**config.mk**
```make
export PLATFORM = sky130hd
export DESIGN_NAME = ws2812_rx_flat
export DESIGN_NICKNAME = d
export VERILOG_FILES = /design/src/rtl/ws2812_rx_if.sv /design/src/rtl/ws2812_rx.sv /design/src/flat_wrapper.sv
export SDC_FILE = /design/constraint.sdc
export NUM_CORES = 1
export LEC_CHECK = 0
export ABC_CLOCK_PERIOD_IN_PS = 3850
export CORE_MARGIN = 10
export CORE_UTILIZATION = 25
export CTS_CLUSTER_SIZE = 28
export DETAILED_ROUTE_END_ITERATION = 8
export MAX_ROUTING_LAYER = met4
export PLACE_DENSITY_LB_ADDON = 0.25
export SYNTH_ARGS = -nofsm -noshare
export SYNTH_HDL_FRONTEND = slang
export SYNTH_SLANG_ARGS = --single-unit
```
**constraint.sdc**
```tcl
create_clock -name clk -period 3.85 [get_ports clk]
set_input_delay 0.385 -clock clk [delete_from_list [all_inputs] [get_ports clk]]
set_output_delay 0.385 -clock clk [all_outputs]
set_load 0.1 [all_outputs]
```
**src/rtl/ws2812_rx_if.sv**
```systemverilog
// Decoded-pixel output bundle of the WS2812 receiver; the decoder drives it, consumers observe it.
interface ws2812_rx_if;
  logic [23:0] pixel;
  logic        pixel_valid;
  logic [8:0]  pixel_index;
  logic        frame_done;
  logic [8:0]  frame_pixels;
  logic        error;
  logic        busy;

  modport master (
    output pixel, pixel_valid, pixel_index, frame_done, frame_pixels, error, busy
  );

  modport slave (
    input pixel, pixel_valid, pixel_index, frame_done, frame_pixels, error, busy
  );
endinterface

```
**src/rtl/ws2812_rx.sv**
```systemverilog
// WS2812B pulse-width decoder: 24-bit pixel words, frame-end detection and protocol errors.
// Outputs are registered; strobes land 3 clk after the triggering din edge/sample. No backpressure.
module ws2812_rx #(
  parameter int unsigned BIT_THRESH   = 25,
  parameter int unsigned MIN_HIGH     = 4,
  parameter int unsigned MAX_HIGH     = 100,
  parameter int unsigned RESET_CYCLES = 1000
) (
  input  logic         clk,
  input  logic         reset,
  input  logic         din,
  ws2812_rx_if.master  rx
);

  localparam logic [11:0] THRESH_L = 12'(BIT_THRESH);
  localparam logic [11:0] MIN_L    = 12'(MIN_HIGH);
  localparam logic [11:0] MAX_L    = 12'(MAX_HIGH);
  localparam logic [11:0] RESET_L  = 12'(RESET_CYCLES);

  typedef enum logic [1:0] {
    SYNC,
    IDLE,
    HIGH,
    LOW
  } state_t;

  state_t      state, state_n;
  logic        din_m, din_s;
  logic [11:0] run_cnt, run_n, run_inc;
  logic [4:0]  bit_cnt, bit_n;
  logic [8:0]  pix_cnt, pix_n, pix_inc;
  logic [23:0] shreg, shreg_n;
  logic        bit_val;

  logic [23:0] pixel_n;
  logic        pv_n;
  logic [8:0]  idx_n;
  logic        fd_n;
  logic [8:0]  fp_n;
  logic        err_n;
  logic        busy_n;

  assign run_inc = (run_cnt == 12'hFFF) ? run_cnt : run_cnt + 12'd1;
  assign pix_inc = (pix_cnt == 9'd511) ? pix_cnt : pix_cnt + 9'd1;
  assign bit_val = (run_cnt >= THRESH_L);

  always_comb begin
    state_n = state;
    run_n   = run_cnt;
    bit_n   = bit_cnt;
    pix_n   = pix_cnt;
    shreg_n = shreg;
    pixel_n = rx.pixel;
    pv_n    = 1'b0;
    idx_n   = rx.pixel_index;
    fd_n    = 1'b0;
    fp_n    = rx.frame_pixels;
    err_n   = 1'b0;

    case (state)
      SYNC: begin
        if (din_s) begin
          run_n = 12'd0;
        end else if (run_inc >= RESET_L) begin
          state_n = IDLE;
          run_n   = 12'd0;
        end else begin
          run_n = run_inc;
        end
      end

      IDLE: begin
        if (din_s) begin
          state_n = HIGH;
          run_n   = 12'd1;
        end
      end

      HIGH: begin
        if (din_s) begin
          run_n = run_inc;
          // Stuck line: abandon the frame and wait for a clean reset gap.
          if (run_inc > MAX_L) begin
            err_n   = 1'b1;
            state_n = SYNC;
            run_n   = 12'd0;
            bit_n   = 5'd0;
            pix_n   = 9'd0;
          end
        end else if (run_cnt < MIN_L) begin
          err_n   = 1'b1;
          state_n = SYNC;
          run_n   = 12'd0;
          bit_n   = 5'd0;
          pix_n   = 9'd0;
        end else begin
          shreg_n = {bit_val, shreg[23:1]};
          state_n = LOW;
          run_n   = 12'd1;
          if (bit_cnt == 5'd23) begin
            pixel_n = shreg_n;
            pv_n    = 1'b1;
            idx_n   = pix_cnt;
            pix_n   = pix_inc;
            bit_n   = 5'd0;
          end else begin
            bit_n = bit_cnt + 5'd1;
          end
        end
      end

      LOW: begin
        if (din_s) begin
          state_n = HIGH;
          run_n   = 12'd1;
        end else if (run_inc >= RESET_L) begin
          // Frame end; a dangling partial word is reported and dropped.
          fd_n    = 1'b1;
          fp_n    = pix_cnt;
          err_n   = (bit_cnt != 5'd0);
          pix_n   = 9'd0;
          bit_n   = 5'd0;
          state_n = IDLE;
          run_n   = 12'd0;
        end else begin
          run_n = run_inc;
        end
      end

      default: begin
        state_n = SYNC;
        run_n   = 12'd0;
      end
    endcase

    busy_n = (state_n == HIGH) || (state_n == LOW);
  end

  always_ff @(posedge clk) begin
    if (reset) begin
      din_m           <= 1'b0;
      din_s           <= 1'b0;
      state           <= SYNC;
      run_cnt         <= 12'd0;
      bit_cnt         <= 5'd0;
      pix_cnt         <= 9'd0;
      shreg           <= 24'd0;
      rx.pixel        <= 24'd0;
      rx.pixel_valid  <= 1'b0;
      rx.pixel_index  <= 9'd0;
      rx.frame_done   <= 1'b0;
      rx.frame_pixels <= 9'd0;
      rx.error        <= 1'b0;
      rx.busy         <= 1'b0;
    end else begin
      din_m           <= din;
      din_s           <= din_m;
      state           <= state_n;
      run_cnt         <= run_n;
      bit_cnt         <= bit_n;
      pix_cnt         <= pix_n;
      shreg           <= shreg_n;
      rx.pixel        <= pixel_n;
      rx.pixel_valid  <= pv_n;
      rx.pixel_index  <= idx_n;
      rx.frame_done   <= fd_n;
      rx.frame_pixels <= fp_n;
      rx.error        <= err_n;
      rx.busy         <= busy_n;
    end
  end

endmodule

```
**src/flat_wrapper.sv**
```systemverilog
// flat-port wrapper written by rule: the top's interface ports become plain ports
module ws2812_rx_flat 
#(
  parameter int unsigned BIT_THRESH   = 25,
  parameter int unsigned MIN_HIGH     = 4,
  parameter int unsigned MAX_HIGH     = 100,
  parameter int unsigned RESET_CYCLES = 1000
)
  (clk, reset, din, rx_pixel, rx_pixel_valid, rx_pixel_index, rx_frame_done, rx_frame_pixels, rx_error, rx_busy);
  ws2812_rx_if rx_i ();
  input  logic clk;
  input  logic reset;
  input  logic din;
  output wire logic [$bits(rx_i.pixel)-1:0] rx_pixel;
  output wire logic [$bits(rx_i.pixel_valid)-1:0] rx_pixel_valid;
  output wire logic [$bits(rx_i.pixel_index)-1:0] rx_pixel_index;
  output wire logic [$bits(rx_i.frame_done)-1:0] rx_frame_done;
  output wire logic [$bits(rx_i.frame_pixels)-1:0] rx_frame_pixels;
  output wire logic [$bits(rx_i.error)-1:0] rx_error;
  output wire logic [$bits(rx_i.busy)-1:0] rx_busy;
  assign rx_pixel = rx_i.pixel;
  assign rx_pixel_valid = rx_i.pixel_valid;
  assign rx_pixel_index = rx_i.pixel_index;
  assign rx_frame_done = rx_i.frame_done;
  assign rx_frame_pixels = rx_i.frame_pixels;
  assign rx_error = rx_i.error;
  assign rx_busy = rx_i.busy;
  ws2812_rx #(.BIT_THRESH(BIT_THRESH), .MIN_HIGH(MIN_HIGH), .MAX_HIGH(MAX_HIGH), .RESET_CYCLES(RESET_CYCLES)) u_core (.clk(clk), .reset(reset), .din(din), .rx(rx_i));
endmodule
```
After elaboration in Yosys (flattened, before gate mapping)
Index checks and enable logic that the tools add are counted.
Cells by class
  bitwise gates (word level): 4
  eq/ne operators: 14
  order comparisons: 4
  multiplexer cells: 40
  add/subtract/negate cells: 3
  reductions and logical operators: 11
Operator list (count)
  $mux 12: 7
  $mux 9: 7
  $pmux 12 s4: 1
  $mux 5: 6
  $pmux 9 s2: 1
  $mux 2: 7
  $add 12x1->12 const B: 1
  $eq 12x12->1 const B: 1
  $ge 12x10->1 const B: 1
  $ge 12x5->1 const B: 1
  $gt 12x7->1 const B: 1
  $lt 12x3->1 const B: 1
  $pmux 5 s2: 1
  $add 9x1->9 const B: 1
  $eq 9x9->1 const B: 1
  $eq 2x2->1 const B: 4
  $mux 1: 8
  $pmux 2 s4: 1
  $reduce_and 4->1: 2
  $reduce_and 3->1: 2
  $reduce_and 6->1: 1
  $add 5x1->5 const B: 1
  $eq 5x5->1 const B: 1
  $reduce_bool 5->1: 1
  other kinds (13): 17
Storage, ports and cells
  input bits: 3
  register bits: 100
  logic and storage cells: 90
  output and inout bits: 46

Longest topological paths before layout
Gate-level depths: netlist (run 1).
  depth in word-level cells: 8
  gate-level depth with buffers: 10

Least setup slack after synthesis (run 1)
Ideal clock, no wire load.
  kind: reg-to-reg
  from: reg u_core.run_cnt[0]
  to: reg u_core.bit_cnt[3]
  setup time: 0.071 ns
  clock period less this slack: 2.743 ns
  buffers on the path: 0
  stages on the path, launching flop included: 10
  arrival: 2.673 ns
  slack: 1.107 ns
  path through: dfxtp_1 > ha_1 > nand2_1 > or4b_4 > a31oi_4 > o21ai_1 > a211o_1 > a21boi_4 > or4_1 > a21oi_1
Between the ends
  longest elaborated chain between the ends: 5
  elaborated cells between the ends (all ways): 12
RTL lines
  start, declared: line ws2812_rx.sv:29  | logic [11:0] run_cnt, run_n, run_inc;
  start signal, assigned: line ws2812_rx.sv:159  | run_cnt <= run_n;
  $add 12x1->12 / $eq 12x12->1 (equally long branches): line ws2812_rx.sv:43  | assign run_inc = (run_cnt == 12'hFFF) ? run_cnt : run_cnt + 12'd1;
  $mux 12: line ws2812_rx.sv:43
  $gt 12x7->1 / $ge 12x10->1 (equally long branches): line ws2812_rx.sv:83, ws2812_rx.sv:116
  $ne 3x3->1 (no line) / $ne 2x1->1 (equally long branches)
  $reduce_and 4->1 (no line)
  end signal, assigned: line ws2812_rx.sv:160  | bit_cnt <= bit_n;
  end, declared: line ws2812_rx.sv:30  | logic [4:0] bit_cnt, bit_n;
Several ways; a longest one is shown, not always the timed one.
A chain may end at the register's enable or synchronous reset.

Worst setup path after layout (run 1)
  from: reg u_core.run_cnt[2]
  to: reg u_core.pix_cnt[7]
Between the ends
  longest elaborated chain between the ends: 5
  elaborated cells between the ends (all ways): 14
RTL lines
  $add 12x1->12 / $eq 12x12->1 (equally long branches): line ws2812_rx.sv:43
  $mux 12: line ws2812_rx.sv:43
  $gt 12x7->1 / $ge 12x10->1 (equally long branches): line ws2812_rx.sv:83, ws2812_rx.sv:116
  $ne 3x3->1 (no line) / $ne 2x1->1 (equally long branches)
  $reduce_and 6->1 (no line)
  end signal, assigned: line ws2812_rx.sv:161  | pix_cnt <= pix_n;
  end, declared: line ws2812_rx.sv:31  | logic [8:0] pix_cnt, pix_n, pix_inc;
Several ways; a longest one is shown, not always the timed one.

==> Implementation_results.wiki, run 1 <==
{| class="wikitable"
! Metric !! Value
|-
| Average detailed-routed wire length per instance || 13.8 um
|-
| Final HPWL DP || 8.07 mm
|-
| Logic gate share of total power || 2.3%
|-
| Wire length of the first global-routing pass || 19.2 mm
|-
| Warnings from Yosys || 0
|-
| Initial core utilization || 25.4%
|-
| Drt first-iter violations || 242
|-
| Count of pins on the block boundary || 49
|-
| Number of gates given a new drive strength after cts || 0
|-
| Fin Clk Skew || 0.00728 ns
|-
| Vertical die dimension || 152 um
|-
| Synthesized Nets || 575
|-
| IR Drop Worst-Case VDD || 0.199 mV
|-
| Post CTS Setup Buffer Count || 0
|-
| Overall track demand over capacity in global routing || 10.1%
|-
| Chip width || 152 um
|-
| Crit share post-route || 81.0%
|-
| Arrival time reported for the critical path endpoint || 3.35 ns
|-
| Chain of cells forming the critical path || nand3_1 -> or4b_4 -> a31oi_4 -> o2111ai_2 -> o21ai_2 -> a211oi_1 -> o21ai_0 -> o21ai_0
|-
| Max-Slew Margin vs Limit || 31.6%
|-
| Number of pins with negative max-slew slack in the final report || 0
|-
| Max Fanout on Critical Path || 12
|-
| Avg Vias per Cell || 4.75
|-
| Delay contributed by the slowest stage of the critical path || 0.66 ns
|-
| Clock Pin Slew Worst Setup and Hold Paths || 0.07 ns
|-
| Clock latency on the worst-skew pair || 0.35 ns
|-
| IO buf count || 48
|-
| Switching power share of the total || 20.5%
|-
| Num Clock Sinks || 99
|-
| Core Region || 0.0172 mm^2
|-
| Final-layout setup total negative slack || 0 ns
|-
| Crit path capture type || register
|-
| Clock tree from TritonCTS || yes
|-
| Final nets || 611
|-
| Number of nets with antenna violations after routing || 0
|-
| Cell at the slowest stage of the critical path || sky130_fd_sc_hd__or4b_4
|-
| Min-delay worst type || reg -> reg
|-
| Ratio of cells with drive above 1 in the final layout || 6.11%
|-
| Synth Instances || 565
|-
| Vias post-DR || 3,946
|-
| Clock network fraction of total power || 48.7%
|-
| Tightest Pin Transition || 1.02 ns
|-
| Post-synthesis to final-layout area growth || 23.9%
|-
| Post-Syn Area per Cell || 7.71 um^2
|-
| Cell area after technology mapping || 0.00436 mm^2
|-
| Switching pwr || 0.000432 W
|-
| Max-cap check violation count || 0
|-
| Remaining routing DRC violations || 0
|-
| Outcome || finished, final reports clean
|-
| Maximum number of pins on one net before global-route repair || 64
|-
| Standard-cell rows || 48
|-
| Via count of the first global-routing pass || 3,735
|-
| Seq cells post-synth || 99
|-
| Final Hold Vio Count || 0
|-
| Power Total || 0.00211 W
|-
| Remaining global-route overflow || 0
|-
| Static power due to leakage || 1.77 nW
|-
| Bufs and invs on worst path || 0
|-
| Number of flops mapped to enable cells by yosys || 0
|-
| Clock period minus worst slack || 3.12 ns
|-
| Die Outline Area || 0.0231 mm^2
|-
| FFs w/ async S/R, synth || 0%
|-
| Main flop type after synthesis || sky130_fd_sc_hd__dfxtp_1
|-
| Required time reported for the critical path endpoint || 4.08 ns
|-
| Maximum level of the CTS H-tree || 3
|-
| Type of the setup path with the least slack || reg -> reg
|-
| Internal portion of total power || 0.00168 W
|-
| Kind of cell with the highest combined delay on the critical path || compound AO/OA/AOI/OAI gates
|-
| TritonRoute pass-1 iters || 5
|-
| Final WL || 11.5 mm
|-
| Critical path's most frequent cell || sky130_fd_sc_hd__o21ai_0
|-
| Buffer levels on the longest clock path || 2
|-
| Sequential share of the synthesized area || 45.5%
|-
| Synth unique cells || 56
|-
| Root buffer cell || sky130_fd_sc_hd__clkbuf_16
|-
| Final GP Congestion || 0.900
|-
| Proportion of power drawn by flip-flops and latches || 49.0%
|-
| Number of failing setup endpoints in the final timing report || 0
|-
| Fmax || 321 MHz
|-
| Critical path launch point type || register
|-
| CTS hold repair buffers || 0
|-
| Number of antenna violations at the first check in global routing || 0
|-
| RSZ-0062 raised after global routing || no
|-
| Ratio of total power to cell area || 391 mW/mm^2
|-
| Antenna diode instance count || 0
|-
| Number of buffers created by CTS || 9
|}
per-layer routing:
metal | vias up | part of all wire (%) | track usage (%)
met5 | - | 0 | -
met4 | 0 | 2.6 | 4.91
met3 | 18 | 4.6 | 2.77
met2 | 84 | 47 | 15.7
met1 | 1840 | 45 | 11.9
li1 | 2004 | - | -
Yosys cell counts, types with 2 or more instances:
library cell / instances / area (um^2)
sky130_fd_sc_hd__mux2_2: 2 / 22.5
sky130_fd_sc_hd__inv_1: 9 / 33.8
sky130_fd_sc_hd__nor2b_1: 4 / 25.0
sky130_fd_sc_hd__buf_2: 4 / 20.0
sky130_fd_sc_hd__nand2b_1: 8 / 50.1
sky130_fd_sc_hd__nand2_1: 153 / 574
sky130_fd_sc_hd__nor3_1: 15 / 75.1
sky130_fd_sc_hd__and2_1: 5 / 31.3
sky130_fd_sc_hd__nand4_1: 6 / 37.5
sky130_fd_sc_hd__and3_1: 9 / 56.3
sky130_fd_sc_hd__a22oi_1: 2 / 15.0
sky130_fd_sc_hd__nor3b_1: 2 / 15.0
sky130_fd_sc_hd__dfxtp_1: 99 / 1980
sky130_fd_sc_hd__a211oi_1: 3 / 22.5
sky130_fd_sc_hd__nand4b_1: 2 / 17.5
sky130_fd_sc_hd__a21oi_1: 81 / 405
sky130_fd_sc_hd__a31oi_1: 5 / 31.3
sky130_fd_sc_hd__or3_1: 5 / 31.3
sky130_fd_sc_hd__mux2i_1: 6 / 60.1
sky130_fd_sc_hd__ha_1: 7 / 87.6
sky130_fd_sc_hd__nand3_1: 11 / 55.1
sky130_fd_sc_hd__o21ai_0: 23 / 115
sky130_fd_sc_hd__o211ai_1: 2 / 15.0
sky130_fd_sc_hd__nor2_1: 38 / 143
sky130_fd_sc_hd__nor4_1: 6 / 37.5
sky130_fd_sc_hd__clkbuf_1: 28 / 105
power groups by stage:
stage	Clock, W	Sequential [W]	Combinational (W)
6_report	0.00103	0.00103	0.0000489
5_1_grt	0.00110	0.00103	0.0000550
4_1_cts	0.00107	0.00103	0.0000494
3_5_place_dp	0	0.00106	0.0000491
3_3_place_gp	0	0.00106	0.0000493
2_1_floorplan	0	0.00105	0.0000380
placed cells by master (no fill, tap or decap), drive strengths merged, types with 3 or more instances in the layout:
cell type,netlist,final
nand2,153,153
dfxtp,99,99
a21oi,81,81
clkdlybuf4s50,0,47
nor2,38,38
o21ai,26,26
nor3,15,15
nand3,11,11
inv,9,10
clkbuf,28,10
buf,4,10
and3,9,9
nand2b,8,8
ha,7,7
nor4,6,6
nand4,6,6
mux2i,6,6
a31oi,6,6
or3,5,5
and2,5,5
nor2b,4,4
a211oi,3,3
bufinv,0,3
cells by family (layout without fill, tap and decap cells):
kind of cell               after synthesis  in the layout  share of synthesized area (%)
and+or+nand+nor                        273            273                           28.1
buffers and inverters                   41             82                           3.65
DFF                                     99             99                           45.5
xor gates and xnor gates                 1              1                          0.201
muxes                                    8              8                           1.89
adders and majority gates                7              7                           2.01
AOI/OAI and AO/OA                      136            136                           18.7
state kept, by name, summed over array words and instances (netlist names), 2 cells and up:
name                    count
u_core.bit_cnt              5
u_core.pix_cnt              9
u_core.run_cnt             12
u_core.rx.frame_pixels      9
u_core.rx.pixel            24
u_core.rx.pixel_index       9
u_core.shreg               23
u_core.state                2
path summary, 6_finish.rpt:
check	slack (ns)	cells after the start	from	end
max reg2reg	0.73	8	u_core.run_cnt[2]$_SDFFE_PP0P_	u_core.pix_cnt[7]$_SDFFE_PP0P_
min	0.44	1	u_core.din_m$_SDFF_PP0_	u_core.din_s$_SDFF_PP0_
max	0.73	8	u_core.run_cnt[2]$_SDFFE_PP0P_	u_core.pix_cnt[7]$_SDFFE_PP0P_
min reg2reg	0.44	1	u_core.din_m$_SDFF_PP0_	u_core.din_s$_SDFF_PP0_
stage by stage:
step | instances | hold slack (ns) | utilization [%] | worst slack, ns | instance area, um^2
finish | 831 | 0.439 | 31.4 | 0.732 | 5400
global placement | 815 | 0.428 | 29.5 | 0.830 | 5060
detailed placement | 815 | 0.430 | 29.5 | 0.740 | 5060
CTS | 831 | 0.446 | 31.4 | 0.720 | 5400
global route | 831 | 0.461 | 31.4 | 0.410 | 5400
floorplan | 565 | 0.414 | - | 1.11 | 4360
cell type report:
class	instances	area, um^2
Fill cell	1857	11800
Tap cell	225	282
Sequential cell	99	1980
Clock inverter	6	113
Clock buffer	10	229
Multi-Input combinational cell	425	2220
Inverter	9	33.8
Timing Repair Buffer	57	543
No activity file was read; power rests on OpenSTA's default activity.
==> run 2: changes to the inputs <==
- ABC_CLOCK_PERIOD_IN_PS: 3850 -> 2900
- clock period: 3.85 -> 2.9 ns (I/O delays scaled with it)
==> run 2 against run 1 <==
- combinational power up 59%
- worst hold slack better by 0.0032 ns
- die area unchanged
- register-to-register slack worse by 0.56 ns
- clock skew up 0.0031 ns
- non-clock buffer count up 21
- routed wire length up 2.5%
- clock power up 18%
- largest cell class unchanged
==> Implementation_results.wiki, run 2 (synthesized netlist as in run 1, its figures left out) <==
{| class="wikitable"
! Metric !! Value
|-
| Antenna diode instance count || 0
|-
| Kind of cell with the highest combined delay on the critical path || simple AND/OR/NAND/NOR gates
|-
| Final WL || 11.8 mm
|-
| Overall track demand over capacity in global routing || 10.3%
|-
| Vertical die dimension || 152 um
|-
| Tightest Pin Transition || 0.716 ns
|-
| Wire length of the first global-routing pass || 19.7 mm
|-
| Delay contributed by the slowest stage of the critical path || 0.58 ns
|-
| Die Outline Area || 0.0231 mm^2
|-
| CTS hold repair buffers || 0
|-
| Buffer levels on the longest clock path || 2
|-
| Number of nets with antenna violations after routing || 0
|-
| Commonest non-fill, non-tap cell in the layout || sky130_fd_sc_hd__nand2_1
|-
| Number of pins with negative max-slew slack in the final report || 0
|-
| Number of failing setup endpoints in the final timing report || 0
|-
| Number of buffers created by CTS || 9
|-
| Final GP Congestion || 0.878
|-
| Initial core utilization || 25.4%
|-
| Startpoint of the most critical register-to-register path || u_core.run_cnt[0]$_SDFFE_PP0P_
|-
| Worst min-delay path endpoint || u_core.din_s$_SDFF_PP0_
|-
| Type of the setup path with the least slack || reg -> reg
|-
| Bufs and invs on worst path || 0
|-
| Setup ws final || 0.167 ns
|-
| Chain of cells forming the critical path || ha_1 -> nand2_1 -> or4b_4 -> a31oi_4 -> o21ai_1 -> a211o_1 -> a21boi_4 -> or4_1 -> a21oi_1
|-
| Arrival time reported for the critical path endpoint || 3.01 ns
|-
| Core Region || 0.0172 mm^2
|-
| Min-delay worst type || reg -> reg
|-
| Most frequent cells in the layout || 153 x sky130_fd_sc_hd__nand2_1, 97 x sky130_fd_sc_hd__dfxtp_1, 81 x sky130_fd_sc_hd__a21oi_1
|-
| Max Fanout on Critical Path || 8
|-
| Count of pins on the block boundary || 49
|-
| Max-Slew Margin vs Limit || 51.9%
|-
| RSZ-0062 raised after global routing || no
|-
| TritonRoute pass-1 iters || 4
|-
| Largest register by flop count || u_core.rx.pixel
|-
| Worst-case hold slack || 0.442 ns
|-
| Remaining routing DRC violations || 0
|-
| Chip width || 152 um
|-
| Post-synthesis to final-layout area growth || 24.1%
|-
| Clock period minus worst slack || 2.73 ns
|-
| Crit path capture type || register
|-
| Reg2Reg Capture Point || u_core.bit_cnt[3]$_SDFFE_PP0P_
|-
| Crit share post-route || 94.2%
|-
| Largest registers || u_core.rx.pixel (24), u_core.shreg (23), u_core.run_cnt (12)
|-
| Critical path launch point type || register
|-
| Root buffer cell || sky130_fd_sc_hd__clkbuf_16
|-
| Ratio of cells with drive above 1 in the final layout || 17.2%
|-
| IO buf count || 48
|-
| Clock latency on the worst-skew pair || 0.35 ns
|-
| Standard-cell rows || 48
|-
| Via count of the first global-routing pass || 3,725
|-
| Avg Vias per Cell || 4.75
|-
| Remaining global-route overflow || 0
|-
| Max-cap check violation count || 0
|-
| Clock Pin Slew Worst Setup and Hold Paths || 0.08 ns
|-
| Outcome || finished, final reports clean
|-
| Drt first-iter violations || 268
|-
| Ratio of total power to cell area || 493 mW/mm^2
|-
| Average detailed-routed wire length per instance || 13.8 um
|-
| Vias post-DR || 4,051
|-
| Clock tree from TritonCTS || yes
|-
| Startpoint of the tightest hold check path || u_core.din_m$_SDFF_PP0_
|-
| Max FFs per register || 24
|-
| Reg2Reg Depth || 9
|-
| Required time reported for the critical path endpoint || 3.18 ns
|-
| Fmax || 366 MHz
|-
| Worst setup timing slack at the placement stage || 0.163 ns
|-
| Worst setup path startpoint || u_core.run_cnt[0]$_SDFFE_PP0P_
|-
| Final Hold Vio Count || 0
|-
| IR Drop Worst-Case VDD || 0.268 mV
|-
| Slack of the worst reg-to-reg path || 0.17 ns
|-
| Num Clock Sinks || 99
|-
| Final nets || 632
|-
| Static power due to leakage || 1.95 nW
|-
| Cell at the slowest stage of the critical path || sky130_fd_sc_hd__or4b_4
|-
| Final HPWL DP || 8.37 mm
|-
| Fin Clk Skew || 0.0103 ns
|-
| Maximum number of pins on one net before global-route repair || 47
|-
| Maximum level of the CTS H-tree || 3
|-
| Cells on Worst Hold Path || 1
|-
| Final-layout setup total negative slack || 0 ns
|-
| Number of antenna violations at the first check in global routing || 0
|}
==> run 2: cell types whose count changed in the layout (fill, tap and decap cells not counted), sizes merged <==
cell / previous run / this run
buf: 10 / 77
bufinv: 3 / 0
clkdlybuf4s50: 47 / 1
clkinvlp: 0 / 1
inv: 10 / 12
==> run 2: repair_timing <==
item,4_1_cts,5_1_grt
resized for setup,0,3
endpoints found under the setup margin,0,4
setup buffers,0,0
==> run 2: through the flow <==
| stage | instance area [um^2] | util (%) | std cells | power (W) |
|---|---|---|---|---|
| final | 5410 | 31.5 | 852 | 0.00266 |
| after global routing | 5410 | 31.5 | 852 | 0.00275 |
| after CTS | 5400 | 31.4 | 852 | 0.00270 |
| after detailed placement | 5100 | 29.7 | 836 | 0.00148 |
| after global placement | 5100 | 29.7 | 836 | 0.00148 |
| after floorplan | 4360 | - | 565 | 0.00145 |
==> run 2: worst max path at each step <==
stage,endpoint,slack (ns),cells past startpoint
4_1_cts,u_core.run_cnt[1]$_SDFFE_PP0P_,0.14,9
3_3_place_gp,u_core.bit_cnt[3]$_SDFFE_PP0P_,0.21,8
5_1_grt,u_core.run_cnt[5]$_SDFFE_PP0P_,0.02,10
6_report,u_core.bit_cnt[3]$_SDFFE_PP0P_,0.17,9
3_5_place_dp,u_core.run_cnt[5]$_SDFFE_PP0P_,0.16,9
2_1_floorplan,u_core.bit_cnt[3]$_SDFFE_PP0P_,0.16,9
==> run 2: final cells by class <==
type	instances	area (um^2)
Fill cell	1848	11800
Multi-Input combinational cell	425	2230
Sequential cell	99	1980
Timing Repair Buffer	78	586
Tap cell	225	282
Clock buffer	10	239
Clock inverter	6	57.6
Inverter	9	33.8
==> run 2: per-layer routing <==
layer / global-route usage [%] / routed length (um)
met1: 12.8 / 5680
met2: 16.1 / 5400
met3: 2.12 / 495
met4: 3.81 / 196
met5: - / 0
==> run 2: where the power goes <==
part           leakage, nW  switching, W   total, W  internal (W)
clock network        0.144      0.000595    0.00122      0.000625
logic                 1.01     0.0000518  0.0000776     0.0000258
registers            0.799    0.00000417    0.00137       0.00136
==> run 3: changes to the inputs <==
- CAP_MARGIN: not set -> 20
- CTS_CLUSTER_DIAMETER: not set -> 30
- GPL_TIMING_DRIVEN: not set -> 0
==> run 3 against run 2 <==
- flip-flop and latch count unchanged
- non-clock buffer count increased by 9
- clock skew decreased by 0.0027 ns
- critical path depth unchanged
- sequential share of layout area decreased by 0.85 points
- first-iteration DRC count increased by 6.7%
- register-to-register slack got worse by 0.04 ns
- sequential power about the same
- global-route usage increased by 0.33 points
- via count increased by 3.9%
- critical path type unchanged
==> Implementation_results.wiki, run 3 (synthesized netlist as in run 1, its figures left out) <==
{| class="wikitable"
! Metric !! Value
|-
| Outcome || finished, final reports clean
|-
| Largest register by flop count || u_core.rx.pixel
|-
| Number of nets with antenna violations after routing || 0
|-
| Max-cap check violation count || 0
|-
| Die Outline Area || 0.0231 mm^2
|-
| Tightest Pin Transition || 0.986 ns
|-
| Switching pwr || 0.000613 W
|-
| Number of failing setup endpoints in the final timing report || 0
|-
| Max Fanout on Critical Path || 8
|-
| Final GP Congestion || 0.887
|-
| Crit share post-route || 95.7%
|-
| Remaining global-route overflow || 0
|-
| Average detailed-routed wire length per instance || 14.3 um
|-
| Post-synthesis to final-layout area growth || 27.4%
|-
| Maximum level of the CTS H-tree || 3
|-
| Final Hold Vio Count || 0
|-
| Ratio of cells with drive above 1 in the final layout || 9.12%
|-
| Number of pins with negative max-slew slack in the final report || 0
|-
| Core Region || 0.0172 mm^2
|-
| Root buffer cell || sky130_fd_sc_hd__clkbuf_16
|-
| Fmax || 360 MHz
|-
| Antenna diode instance count || 0
|-
| Min-delay worst type || reg -> reg
|-
| Largest registers || u_core.rx.pixel (24), u_core.shreg (23), u_core.run_cnt (12)
|-
| Final cell area excluding filler cells || 0.00555 mm^2
|-
| Commonest non-fill, non-tap cell in the layout || sky130_fd_sc_hd__nand2_1
|-
| Number of antenna violations at the first check in global routing || 0
|-
| Total placed instance area || 0.00511 mm^2
|-
| Count of filler cells inserted in the layout || 1,877
|-
| Max FFs per register || 24
|-
| Logic gate share of total power || 3.1%
|-
| Clock latency on the worst-skew pair || 0.35 ns
|-
| Remaining routing DRC violations || 0
|-
| Crit path capture type || register
|-
| Final HPWL DP || 8.97 mm
|-
| Clock network fraction of total power || 44.0%
|-
| TritonRoute pass-1 iters || 5
|-
| Vertical die dimension || 152 um
|-
| Critical path launch point type || register
|-
| Final-layout setup total negative slack || 0 ns
|-
| Maximum number of pins on one net before global-route repair || 18
|-
| Fin Clk Skew || 0.00759 ns
|-
| Final WL || 12.3 mm
|-
| Clock period minus worst slack || 2.77 ns
|-
| Most frequent cells in the layout || 151 x sky130_fd_sc_hd__nand2_1, 96 x sky130_fd_sc_hd__dfxtp_1, 81 x sky130_fd_sc_hd__a21oi_1
|-
| Final nets || 641
|-
| Via count of the first global-routing pass || 3,917
|-
| Buffer levels on the longest clock path || 2
|-
| Initial core utilization || 25.4%
|-
| Max-Slew Margin vs Limit || 34.1%
|-
| Avg Vias per Cell || 4.89
|-
| Static power due to leakage || 1.84 nW
|-
| CTS hold repair buffers || 0
|-
| Number of buffers created by CTS || 9
|-
| IR Drop Worst-Case VDD || 0.258 mV
|-
| Num Clock Sinks || 99
|-
| Standard-cell rows || 48
|-
| Required time reported for the critical path endpoint || 3.18 ns
|-
| Internal portion of total power || 0.00198 W
|-
| Ratio of total power to cell area || 467 mW/mm^2
|-
| Drt first-iter violations || 286
|-
| Arrival time reported for the critical path endpoint || 3.05 ns
|-
| Type of the setup path with the least slack || reg -> reg
|-
| Clock Pin Slew Worst Setup and Hold Paths || 0.07 ns
|-
| Clock tree from TritonCTS || yes
|-
| Vias post-DR || 4,211
|-
| Count of pins on the block boundary || 49
|-
| Overall track demand over capacity in global routing || 10.6%
|-
| IO buf count || 47
|-
| Chip width || 152 um
|-
| Switching power share of the total || 23.6%
|-
| Wire length of the first global-routing pass || 20.1 mm
|-
| Proportion of power drawn by flip-flops and latches || 52.8%
|}
## run 3: worst paths after layout
check	from	end	slack, ns	cells after the start
hold reg to reg	u_core.din_m$_SDFF_PP0_	u_core.din_s$_SDFF_PP0_	0.44	1
setup / recovery	u_core.run_cnt[0]$_SDFFE_PP0P_	u_core.bit_cnt[3]$_SDFFE_PP0P_	0.13	9
hold / removal	u_core.din_m$_SDFF_PP0_	u_core.din_s$_SDFF_PP0_	0.44	1
setup reg to reg	u_core.run_cnt[0]$_SDFFE_PP0P_	u_core.bit_cnt[3]$_SDFFE_PP0P_	0.13	9
## run 3: power by group through the flow
stage | Sequential, W | Combinational (W) | Clock, W
3_5_place_dp | 0.00140 | 0.0000731 | 0
3_3_place_gp | 0.00140 | 0.0000709 | 0
4_1_cts | 0.00137 | 0.0000747 | 0.00118
6_report | 0.00137 | 0.0000814 | 0.00114
5_1_grt | 0.00137 | 0.0000892 | 0.00124
2_1_floorplan | 0.00140 | 0.0000505 | 0
## run 3: critical path, cell delays in order, from the launching register on
cell                       delay [ns]
sky130_fd_sc_hd__dfxtp_4         0.39
sky130_fd_sc_hd__ha_1            0.17
sky130_fd_sc_hd__nand2_1         0.12
sky130_fd_sc_hd__or4b_4          0.54
sky130_fd_sc_hd__a31oi_4         0.21
sky130_fd_sc_hd__o21ai_2         0.12
sky130_fd_sc_hd__a211o_1         0.32
sky130_fd_sc_hd__a21boi_4        0.17
sky130_fd_sc_hd__or4_1           0.52
sky130_fd_sc_hd__a21oi_1         0.14
## run 3: metal layers
metal | global-route usage (%) | up-vias | share of wire, %
met5 | - | - | 0
met2 | 16.0 | 123 | 46
met3 | 2.48 | 22 | 5.4
met1 | 13.4 | 1996 | 47
li1 | - | 2070 | -
met4 | 4.36 | 0 | 2.3
## run 3: layout make-up
class | instances | area [um^2] | share of cell area [%]
multi-input cells | 425 | 2310 | 41.6
clock inverters | 6 | 47.5 | 0.856
clock buffers | 10 | 229 | 4.12
flip-flops and latches | 99 | 1990 | 35.8
inverters | 9 | 33.8 | 0.608
repair buffers | 55 | 528 | 9.51
plain buffers | 32 | 131 | 2.37
well taps | 225 | 282 | 5.07
## run 3: stage by stage
stage	util (%)	hold WS (ns)	setup WS, ns	cells	power, W
after global placement	29.7	0.423	-0.579	837	0.00147
final	32.3	0.441	0.125	861	0.00259
after global routing	32.3	0.468	-0.00428	861	0.00270
after CTS	31.7	0.457	0.0273	855	0.00263
after floorplan	-	0.414	0.157	565	0.00145
after detailed placement	29.7	0.427	-0.591	837	0.00148
## run 3: timing repair
item	4_1_cts	5_1_grt
hold endpoints to repair	0	0
pin swaps	2	2
resized for setup	14	14
buffers inserted	2	6
setup endpoints to repair	63	52
